==> src/rtl/layer_cfg_sequencer_pkg.sv <==
// Shared constants for the layer config sequencer: config geometry, field map of
// the committed config vector, and the sequencer state encoding.
package layer_cfg_sequencer_pkg;

  localparam int CFG_BITS  = 901;
  localparam int WORD_W    = 32;
  localparam int NUM_WORDS = (CFG_BITS + WORD_W - 1) / WORD_W;
  localparam int ADDR_W    = 5;
  localparam int SEQ_CNT_W = 16;

  // Only the low LAST_W bits of the final shadow word reach cfg_active.
  localparam int LAST_W    = CFG_BITS - (NUM_WORDS - 1) * WORD_W;

  // Field map of cfg_active, LSB first.
  localparam int DFSM_OFF         = 0;
  localparam int DFSM_W           = 23;
  localparam int SSP_OFF          = DFSM_OFF + DFSM_W;
  localparam int SSP_W            = 20;
  localparam int QUABUF_OFF       = SSP_OFF + SSP_W;
  localparam int QUABUF_W         = 38;
  localparam int SINGBUF_OFF      = QUABUF_OFF + QUABUF_W;
  localparam int SINGBUF_W        = 26;
  localparam int MODE_CONV_MM_OFF = SINGBUF_OFF + SINGBUF_W;
  localparam int ISAC_OFF         = MODE_CONV_MM_OFF + 1;
  localparam int ISRELU_OFF       = ISAC_OFF + 1;
  localparam int ISBN_OFF         = ISRELU_OFF + 1;
  localparam int FLAG_W           = 1;
  localparam int PE_1_1_OFF       = ISBN_OFF + 1;
  localparam int PE_1_2_OFF       = PE_1_1_OFF + 1;
  localparam int PE_1_3_OFF       = PE_1_2_OFF + 1;
  localparam int PE_2_1_OFF       = PE_1_3_OFF + 1;
  localparam int PE_2_2_OFF       = PE_2_1_OFF + 1;
  localparam int PE_2_3_OFF       = PE_2_2_OFF + 1;
  localparam int PE_W             = 1;
  localparam int PORT_W           = 56;
  localparam int PORT_BASE        = PE_2_3_OFF + PE_W;
  localparam int IPORT_0_OFF      = PORT_BASE + 0 * PORT_W;
  localparam int IPORT_1_OFF      = PORT_BASE + 1 * PORT_W;
  localparam int IPORT_2_OFF      = PORT_BASE + 2 * PORT_W;
  localparam int IPORT_3_OFF      = PORT_BASE + 3 * PORT_W;
  localparam int IPORT_4_OFF      = PORT_BASE + 4 * PORT_W;
  localparam int IPORT_5_OFF      = PORT_BASE + 5 * PORT_W;
  localparam int IPORT_6_OFF      = PORT_BASE + 6 * PORT_W;
  localparam int IPORT_7_OFF      = PORT_BASE + 7 * PORT_W;
  localparam int IPORT_8_OFF      = PORT_BASE + 8 * PORT_W;
  localparam int IPORT_9_OFF      = PORT_BASE + 9 * PORT_W;
  localparam int IPORT_10_OFF     = PORT_BASE + 10 * PORT_W;
  localparam int IPORT_11_OFF     = PORT_BASE + 11 * PORT_W;
  localparam int OPORT_0_OFF      = PORT_BASE + 12 * PORT_W;
  localparam int OPORT_1_OFF      = PORT_BASE + 13 * PORT_W;

  typedef enum logic [1:0] {
    IDLE   = 2'd0,
    COMMIT = 2'd1,
    RUN    = 2'd2
  } seq_state_t;

endpackage

==> src/rtl/layer_cfg_sequencer_if.sv <==
// Host config-write channel into the shadow bank.
interface layer_cfg_sequencer_if;
  import layer_cfg_sequencer_pkg::*;

  // A word transfers on any rising clk edge where cfg_valid && cfg_ready; the host
  // holds addr/data stable while valid is high and ready never depends on valid.
  logic              cfg_valid;
  logic              cfg_ready;
  logic [ADDR_W-1:0] cfg_addr;
  logic [WORD_W-1:0] cfg_data;

  modport master (output cfg_valid, output cfg_addr, output cfg_data, input cfg_ready);
  modport slave  (input cfg_valid, input cfg_addr, input cfg_data, output cfg_ready);

endinterface

==> src/rtl/layer_cfg_sequencer_cfg_word_bank.sv <==
// Shadow register bank: NUM_WORDS config words plus a written-word mask. Only the
// bits that survive into cfg_active are stored for the final word.
module cfg_word_bank
  import layer_cfg_sequencer_pkg::*;
(
  input  logic                clk,
  input  logic                rst_n,
  input  logic                wr_en,
  input  logic [ADDR_W-1:0]   wr_addr,
  input  logic [WORD_W-1:0]   wr_data,
  input  logic                clr_mask,
  output logic [CFG_BITS-1:0] shadow_cfg,
  output logic                full_with_wr
);

  logic [WORD_W-1:0]    words_q [NUM_WORDS-1];
  logic [LAST_W-1:0]    last_q;
  logic [NUM_WORDS-1:0] mask_q;
  logic [NUM_WORDS-1:0] wr_onehot;

  always_comb begin
    wr_onehot = '0;
    if (wr_en) wr_onehot[wr_addr] = 1'b1;
  end

  // Completeness counts a write landing this same cycle.
  assign full_with_wr = &(mask_q | wr_onehot);

  always_ff @(posedge clk or negedge rst_n) begin
    if (!rst_n) begin
      words_q <= '{default: '0};
      last_q  <= '0;
    end else if (wr_en) begin
      if (wr_addr == ADDR_W'(NUM_WORDS - 1)) last_q <= wr_data[LAST_W-1:0];
      else                                   words_q[wr_addr] <= wr_data;
    end
  end

  always_ff @(posedge clk or negedge rst_n) begin
    if (!rst_n)        mask_q <= '0;
    else if (clr_mask) mask_q <= '0;
    else               mask_q <= mask_q | wr_onehot;
  end

  always_comb begin
    shadow_cfg = '0;
    for (int i = 0; i < NUM_WORDS - 1; i++) shadow_cfg[i*WORD_W +: WORD_W] = words_q[i];
    shadow_cfg[CFG_BITS-1 -: LAST_W] = last_q;
  end

endmodule

==> src/rtl/layer_cfg_sequencer.sv <==
// Double-buffered layer config sequencer: host fills the shadow bank while the
// datapath runs, then an armed shadow is committed atomically at the layer boundary.
module layer_cfg_sequencer
  import layer_cfg_sequencer_pkg::*;
#(
  parameter int CNT_W = SEQ_CNT_W
) (
  input  logic                  clk,
  input  logic                  rst_n,
  layer_cfg_sequencer_if.slave  host,
  input  logic                  cfg_arm,
  input  logic                  err_clr,
  input  logic                  dp_done,
  output logic                  dp_start,
  output logic [CFG_BITS-1:0]   cfg_active,
  output logic                  armed,
  output logic                  busy,
  output logic [CNT_W-1:0]      layer_cnt,
  output logic                  err_addr,
  output logic                  err_incomp,
  output seq_state_t            state_dbg
);

  seq_state_t          state_q, state_d;
  logic                armed_q, dp_start_q, err_addr_q, err_incomp_q;
  logic [CNT_W-1:0]    cnt_q;
  logic [CFG_BITS-1:0] active_q;
  logic [CFG_BITS-1:0] shadow_cfg;
  logic                full_with_wr;
  logic                commit;
  logic                wr_fire, wr_good, wr_bad;
  logic                arm_eval, arm_set, arm_err;

  assign host.cfg_ready = !armed_q && (state_q != COMMIT);

  assign wr_fire  = host.cfg_valid && host.cfg_ready;
  assign wr_good  = wr_fire && (host.cfg_addr < ADDR_W'(NUM_WORDS));
  assign wr_bad   = wr_fire && !wr_good;

  // An arm is only judged when no commit is pending or in flight.
  assign arm_eval = cfg_arm && !armed_q && (state_q != COMMIT);
  assign arm_set  = arm_eval && full_with_wr;
  assign arm_err  = arm_eval && !full_with_wr;

  cfg_word_bank u_bank (
    .clk          (clk),
    .rst_n        (rst_n),
    .wr_en        (wr_good),
    .wr_addr      (host.cfg_addr),
    .wr_data      (host.cfg_data),
    .clr_mask     (commit),
    .shadow_cfg   (shadow_cfg),
    .full_with_wr (full_with_wr)
  );

  always_ff @(posedge clk or negedge rst_n) begin
    if (!rst_n) state_q <= IDLE;
    else        state_q <= state_d;
  end

  // A successful arm counts as pending in the same cycle so IDLE reaches COMMIT
  // one cycle after the arm and the datapath starts one cycle later.
  always_comb begin
    state_d = state_q;
    commit  = 1'b0;
    unique case (state_q)
      IDLE: begin
        if (armed_q || arm_set) state_d = COMMIT;
      end
      COMMIT: begin
        commit  = 1'b1;
        state_d = RUN;
      end
      RUN: begin
        if (dp_done) state_d = (armed_q || arm_set) ? COMMIT : IDLE;
      end
      default: state_d = IDLE;
    endcase
  end

  always_ff @(posedge clk or negedge rst_n) begin
    if (!rst_n) begin
      armed_q    <= 1'b0;
      dp_start_q <= 1'b0;
      cnt_q      <= '0;
      active_q   <= '0;
    end else begin
      dp_start_q <= commit;
      if (commit) begin
        armed_q  <= 1'b0;
        cnt_q    <= cnt_q + CNT_W'(1);
        active_q <= shadow_cfg;
      end else if (arm_set) begin
        armed_q  <= 1'b1;
      end
    end
  end

  // Error set beats a coincident clear.
  always_ff @(posedge clk or negedge rst_n) begin
    if (!rst_n) begin
      err_addr_q   <= 1'b0;
      err_incomp_q <= 1'b0;
    end else begin
      if (wr_bad)       err_addr_q   <= 1'b1;
      else if (err_clr) err_addr_q   <= 1'b0;
      if (arm_err)      err_incomp_q <= 1'b1;
      else if (err_clr) err_incomp_q <= 1'b0;
    end
  end

  assign dp_start   = dp_start_q;
  assign cfg_active = active_q;
  assign armed      = armed_q;
  assign busy       = (state_q != IDLE);
  assign layer_cnt  = cnt_q;
  assign err_addr   = err_addr_q;
  assign err_incomp = err_incomp_q;
  assign state_dbg  = state_q;

endmodule

==> src/flat_wrapper.sv <==
// flat-port wrapper written by rule: the top's interface ports become plain ports
module layer_cfg_sequencer_flat import layer_cfg_sequencer_pkg::*;
#(
  parameter int CNT_W = SEQ_CNT_W
)
  (clk, rst_n, cfg_arm, err_clr, dp_done, dp_start, cfg_active, armed, busy, layer_cnt, err_addr, err_incomp, state_dbg, host_cfg_valid, host_cfg_addr, host_cfg_data, host_cfg_ready);
  layer_cfg_sequencer_if host_i ();
  input  logic clk;
  input  logic rst_n;
  input  logic cfg_arm;
  input  logic err_clr;
  input  logic dp_done;
  output logic dp_start;
  output logic [CFG_BITS-1:0] cfg_active;
  output logic armed;
  output logic busy;
  output logic [CNT_W-1:0] layer_cnt;
  output logic err_addr;
  output logic err_incomp;
  output seq_state_t state_dbg;
  input wire logic [$bits(host_i.cfg_valid)-1:0] host_cfg_valid;
  input wire logic [$bits(host_i.cfg_addr)-1:0] host_cfg_addr;
  input wire logic [$bits(host_i.cfg_data)-1:0] host_cfg_data;
  output wire logic [$bits(host_i.cfg_ready)-1:0] host_cfg_ready;
  assign host_i.cfg_valid = host_cfg_valid;
  assign host_i.cfg_addr = host_cfg_addr;
  assign host_i.cfg_data = host_cfg_data;
  assign host_cfg_ready = host_i.cfg_ready;
  layer_cfg_sequencer #(.CNT_W(CNT_W)) u_core (.clk(clk), .rst_n(rst_n), .host(host_i), .cfg_arm(cfg_arm), .err_clr(err_clr), .dp_done(dp_done), .dp_start(dp_start), .cfg_active(cfg_active), .armed(armed), .busy(busy), .layer_cnt(layer_cnt), .err_addr(err_addr), .err_incomp(err_incomp), .state_dbg(state_dbg));
endmodule
==> config.mk <==
export PLATFORM = sky130hd
export DESIGN_NAME = layer_cfg_sequencer_flat
export DESIGN_NICKNAME = d
export VERILOG_FILES = /design/src/rtl/layer_cfg_sequencer_pkg.sv /design/src/rtl/layer_cfg_sequencer_if.sv /design/src/rtl/layer_cfg_sequencer_cfg_word_bank.sv /design/src/rtl/layer_cfg_sequencer.sv /design/src/flat_wrapper.sv
export SDC_FILE = /design/constraint.sdc
export NUM_CORES = 2
export LEC_CHECK = 0
export CAP_MARGIN = 10
export CORE_AREA = 2 2 379 381
export CTS_CLUSTER_SIZE = 12
export DETAILED_ROUTE_END_ITERATION = 8
export DIE_AREA = 0 0 381 383
export GPL_ROUTABILITY_DRIVEN = 0
export PLACE_DENSITY = 0.73
export SYNTH_ARGS = -nofsm -noshare
export SYNTH_HDL_FRONTEND = slang
export SYNTH_HIERARCHICAL = 1
export SYNTH_SLANG_ARGS = --single-unit
==> constraint.sdc <==
create_clock -name clk -period 7.2 [get_ports clk]
set_input_delay 1.08 -clock clk [delete_from_list [all_inputs] [get_ports clk]]
set_output_delay 1.08 -clock clk [all_outputs]
set_load 0.05 [all_outputs]
==> reports/results.tsv <==
stage	metric	value	unit
drt	final WL	218	mm
power_and_ir_drop	Cell Pwr Density	261	mW/mm^2
final_layout	fillers	11300	
global_routing	gr ovfl total	0	
worst_setup_path	slack of the worst reg-to-reg path	2.23	ns
floorplanning	num rows	139	
drt	drt pass-1 iters	6	
clocking	Clock transition at path regs	0.06	ns
clocking	Post-CTS Resized	0	
clocking	clk buf depth	3	
synth	top cells by area, synth	dfrtp_1, nand2_1, mux2_2, buf_2, clkbuf_1	
power_and_ir_drop	P_leak	43.6	nW
global_routing	largest net degree at the start of global routing	209	
drt	routed vias/inst	5.41	
synth	Synth async-reset ratio	100	%
clocking	# hold bufs at CTS	0	
synth	Net Count, Synth	6078	
clocking	cts bufs inserted	184	
floorplanning	Die Span X	381	um
power_and_ir_drop	Psw	5.19	mW
global_routing	vias in the first global route	48600	
timing	pins over their slew limit	0	
outcome	status	finished clean	
floorplanning	Initial Util	48.9	%
drt	Via Count	48200	
drt	residual DRC count	0	
synth	FF+latch count, synth	1853	
global_routing	initial antenna violation count	27	
final_layout	Final Util	60.6	%
timing	Worst Tran Pin Value	1.27	ns
synth	top cells by count, synth	nand2_1, dfrtp_1, mux2_2	
power_and_ir_drop	Gate power share	6.7	%
synth	Yosys top cell area share	66.6	%
drt	Starting DRT DRC Count	4690	
placement	hpwl dp	130	mm
clocking	postcts setup bufs	0	
timing	Worst Clk Skew	0.0312	ns
synth	Synth area leader	dfrtp_1	
power_and_ir_drop	P_int	17.3	mW
worst_setup_path	Worst setup SP type	flip-flop	
placement	placed cell areas	0.0805	mm^2
floorplanning	die extent in y	383	um
synth	ys flop type	dfrtp_1	
drt	ANT nets after route	0	
global_routing	global-route wire length before repair	319	mm
synth	Synth warnings	6	
synth	Mapped Avg Cell Area	11.5	um^2
clocking	CTS root buf	clkbuf_16	
worst_setup_path	WP data required	7.94	ns
clocking	worst skew pair latency	0.81	ns
synth	Post-synth EDFFs	0	
worst_setup_path	CP Capture Type	flip-flop	
worst_setup_path	Critical Path AT	5.71	ns
power_and_ir_drop	clock group share of total power	40.5	%
power_and_ir_drop	VDD IR max	231	uV
floorplanning	die area	0.146	mm^2
placement	PortBufs	967	
timing	Fmax achieved	0.201	GHz
power_and_ir_drop	Sw Ratio	23.1	%
timing	Final Hold Vio Count	0	
min_path	type of the worst min-delay path	input port to asynchronous set/reset pin	
timing	min Tclk post-route	4.97	ns
final_layout	Area Growth Syn to Fin	23.9	%
synth	synthesized instance count	6034	
timing	Max-slew headroom	15.0	%
synth	Cell Area, Synth	0.0696	mm^2
floorplanning	core area	0.142	mm^2
timing	RSZ-0062 raised after global routing	false	
synth	cell with the most instances after synthesis	nand2_1	
final_layout	Final Instance Area	0.0862	mm^2
worst_setup_path	Crit Path Class	flip-flop to flip-flop	
drt	Avg WL per Cell	24.5	um
floorplanning	IO Count	968	
final_layout	Total Nets Final	6926	
final_layout	proportion of layout cells with a drive suffix above 1	18.5	%
timing	setup TNS	0	ns
clocking	CTS Sinks	1853	
timing	crit share post-route	69.0	%
synth	post-synthesis sequential area ratio	66.6	%
clocking	CTS tree	built	
synth	Synth cell types	45	
job	Max Cap Violations	0	
timing	setup violators final	0	
global_routing	All-Layer GR Usage	29.7	%
worst_setup_path	crit path max fanout	203	
power_and_ir_drop	Seq pwr share	52.9	%
power_and_ir_drop	total power	22.5	mW
clocking	H-Tree Depth	4	
-- cell families (layout without fill, tap and decap cells) --
logic type / Yosys count / count (layout) / share of synthesized area, %
simple gates: 2832 / 2832 / 15.6
flops: 1853 / 1853 / 66.6
mux: 901 / 901 / 14.6
buf+inv: 402 / 1353 / 2.74
compound gates: 30 / 30 / 0.236
xor+xnor: 15 / 15 / 0.189
fa+ha+maj: 1 / 1 / 0.0180
other cells: 0 / 21 / 0
-- power by group through the flow --
stage / sequential (mW) / clock [mW] / combinational (mW)
floorplan: 11.9 / 0 / 0.979
global placement: 12.0 / 0 / 1.44
detailed placement: 12.1 / 0 / 1.51
CTS: 11.9 / 9.26 / 1.52
global route: 12.0 / 9.68 / 1.63
finish: 11.9 / 9.12 / 1.50
-- sequential cells by signal (all words and copies together), names as in the netlist --
register and count:
u_core/armed 1, u_core/u_bank/shadow_cfg 896, u_core/u_bank/last_q 5, u_core/err_addr 1, u_core/err_incomp 1, u_core/u_bank/mask_q 29, u_core/dp_start 1, u_core/state_dbg 2
u_core/cfg_active 901, u_core/layer_cnt 16
-- layout by cell type, fill, tap and decap left out, drive strengths merged, types with 16 or more instances in the layout --
cell type / count
a21oi: 21
buf: 124
clkbuf: 267
clkdlybuf4s50: 934
clkinv: 16
dfrtp: 1853
diode: 21
mux2: 901
nand2: 2729
nor2: 50
-- metrics by stage --
stage	hold slack, ns	cells	setup slack [ns]
3_5_place_dp	0.442	8599	2.33
6_report	0.263	8909	2.23
5_1_grt	0.256	8891	1.93
3_3_place_gp	0.441	8599	2.34
4_1_cts	0.241	8888	2.34
2_1_floorplan	0.432	6034	3.15
-- cell type report --
type | instances | area, um^2 | share of cell area (%)
Antenna cell | 21 | 52.6 | 0.0610
Multi-Input combinational cell | 3779 | 21400 | 24.8
Timing Repair Buffer | 1058 | 10300 | 12.0
Clock buffer | 267 | 5240 | 6.08
Sequential cell | 1853 | 46400 | 53.8
Inverter | 6 | 30.0 | 0.0348
Clock inverter | 22 | 367 | 0.425
Tap cell | 1903 | 2380 | 2.76
-- final timing paths --
check                                              startpoint                       endpoint  cells after the start
worst max register to register            u_core/state_dbg[1]         u_core/cfg_active[133]                      7
max in group asynchronous                               rst_n         u_core/cfg_active[345]                      3
worst max-delay path                      u_core/state_dbg[1]         u_core/cfg_active[133]                      7
min in group clk                u_core/u_bank/shadow_cfg[687]         u_core/cfg_active[687]                      2
worst min-delay path                                    rst_n  u_core/u_bank/shadow_cfg[552]                      1
worst min register to register  u_core/u_bank/shadow_cfg[687]         u_core/cfg_active[687]                      2
-- critical path: stages (launching register included) --
cell	delay [ns]
dfrtp_1	0.39
nand2b_4	0.51
buf_12	0.60
buf_4	0.80
buf_4	0.90
buf_4	0.86
nand2_1	0.16
nand2_1	0.12
-- metal layers --
| layer | GRT usage (%) | up-vias | wire (um) | share of wire, % |
|---|---|---|---|---|
| met5 | 0 | - | 35 | 0.016 |
| met3 | 5.77 | 508 | 17700 | 8.1 |
| met1 | 39.2 | 24700 | 85100 | 39 |
| met2 | 45.9 | 2149 | 102000 | 47 |
| li1 | - | 20800 | - | - |
| met4 | 17.4 | 6 | 13300 | 6.1 |
(Power assumes the default switching activity.)
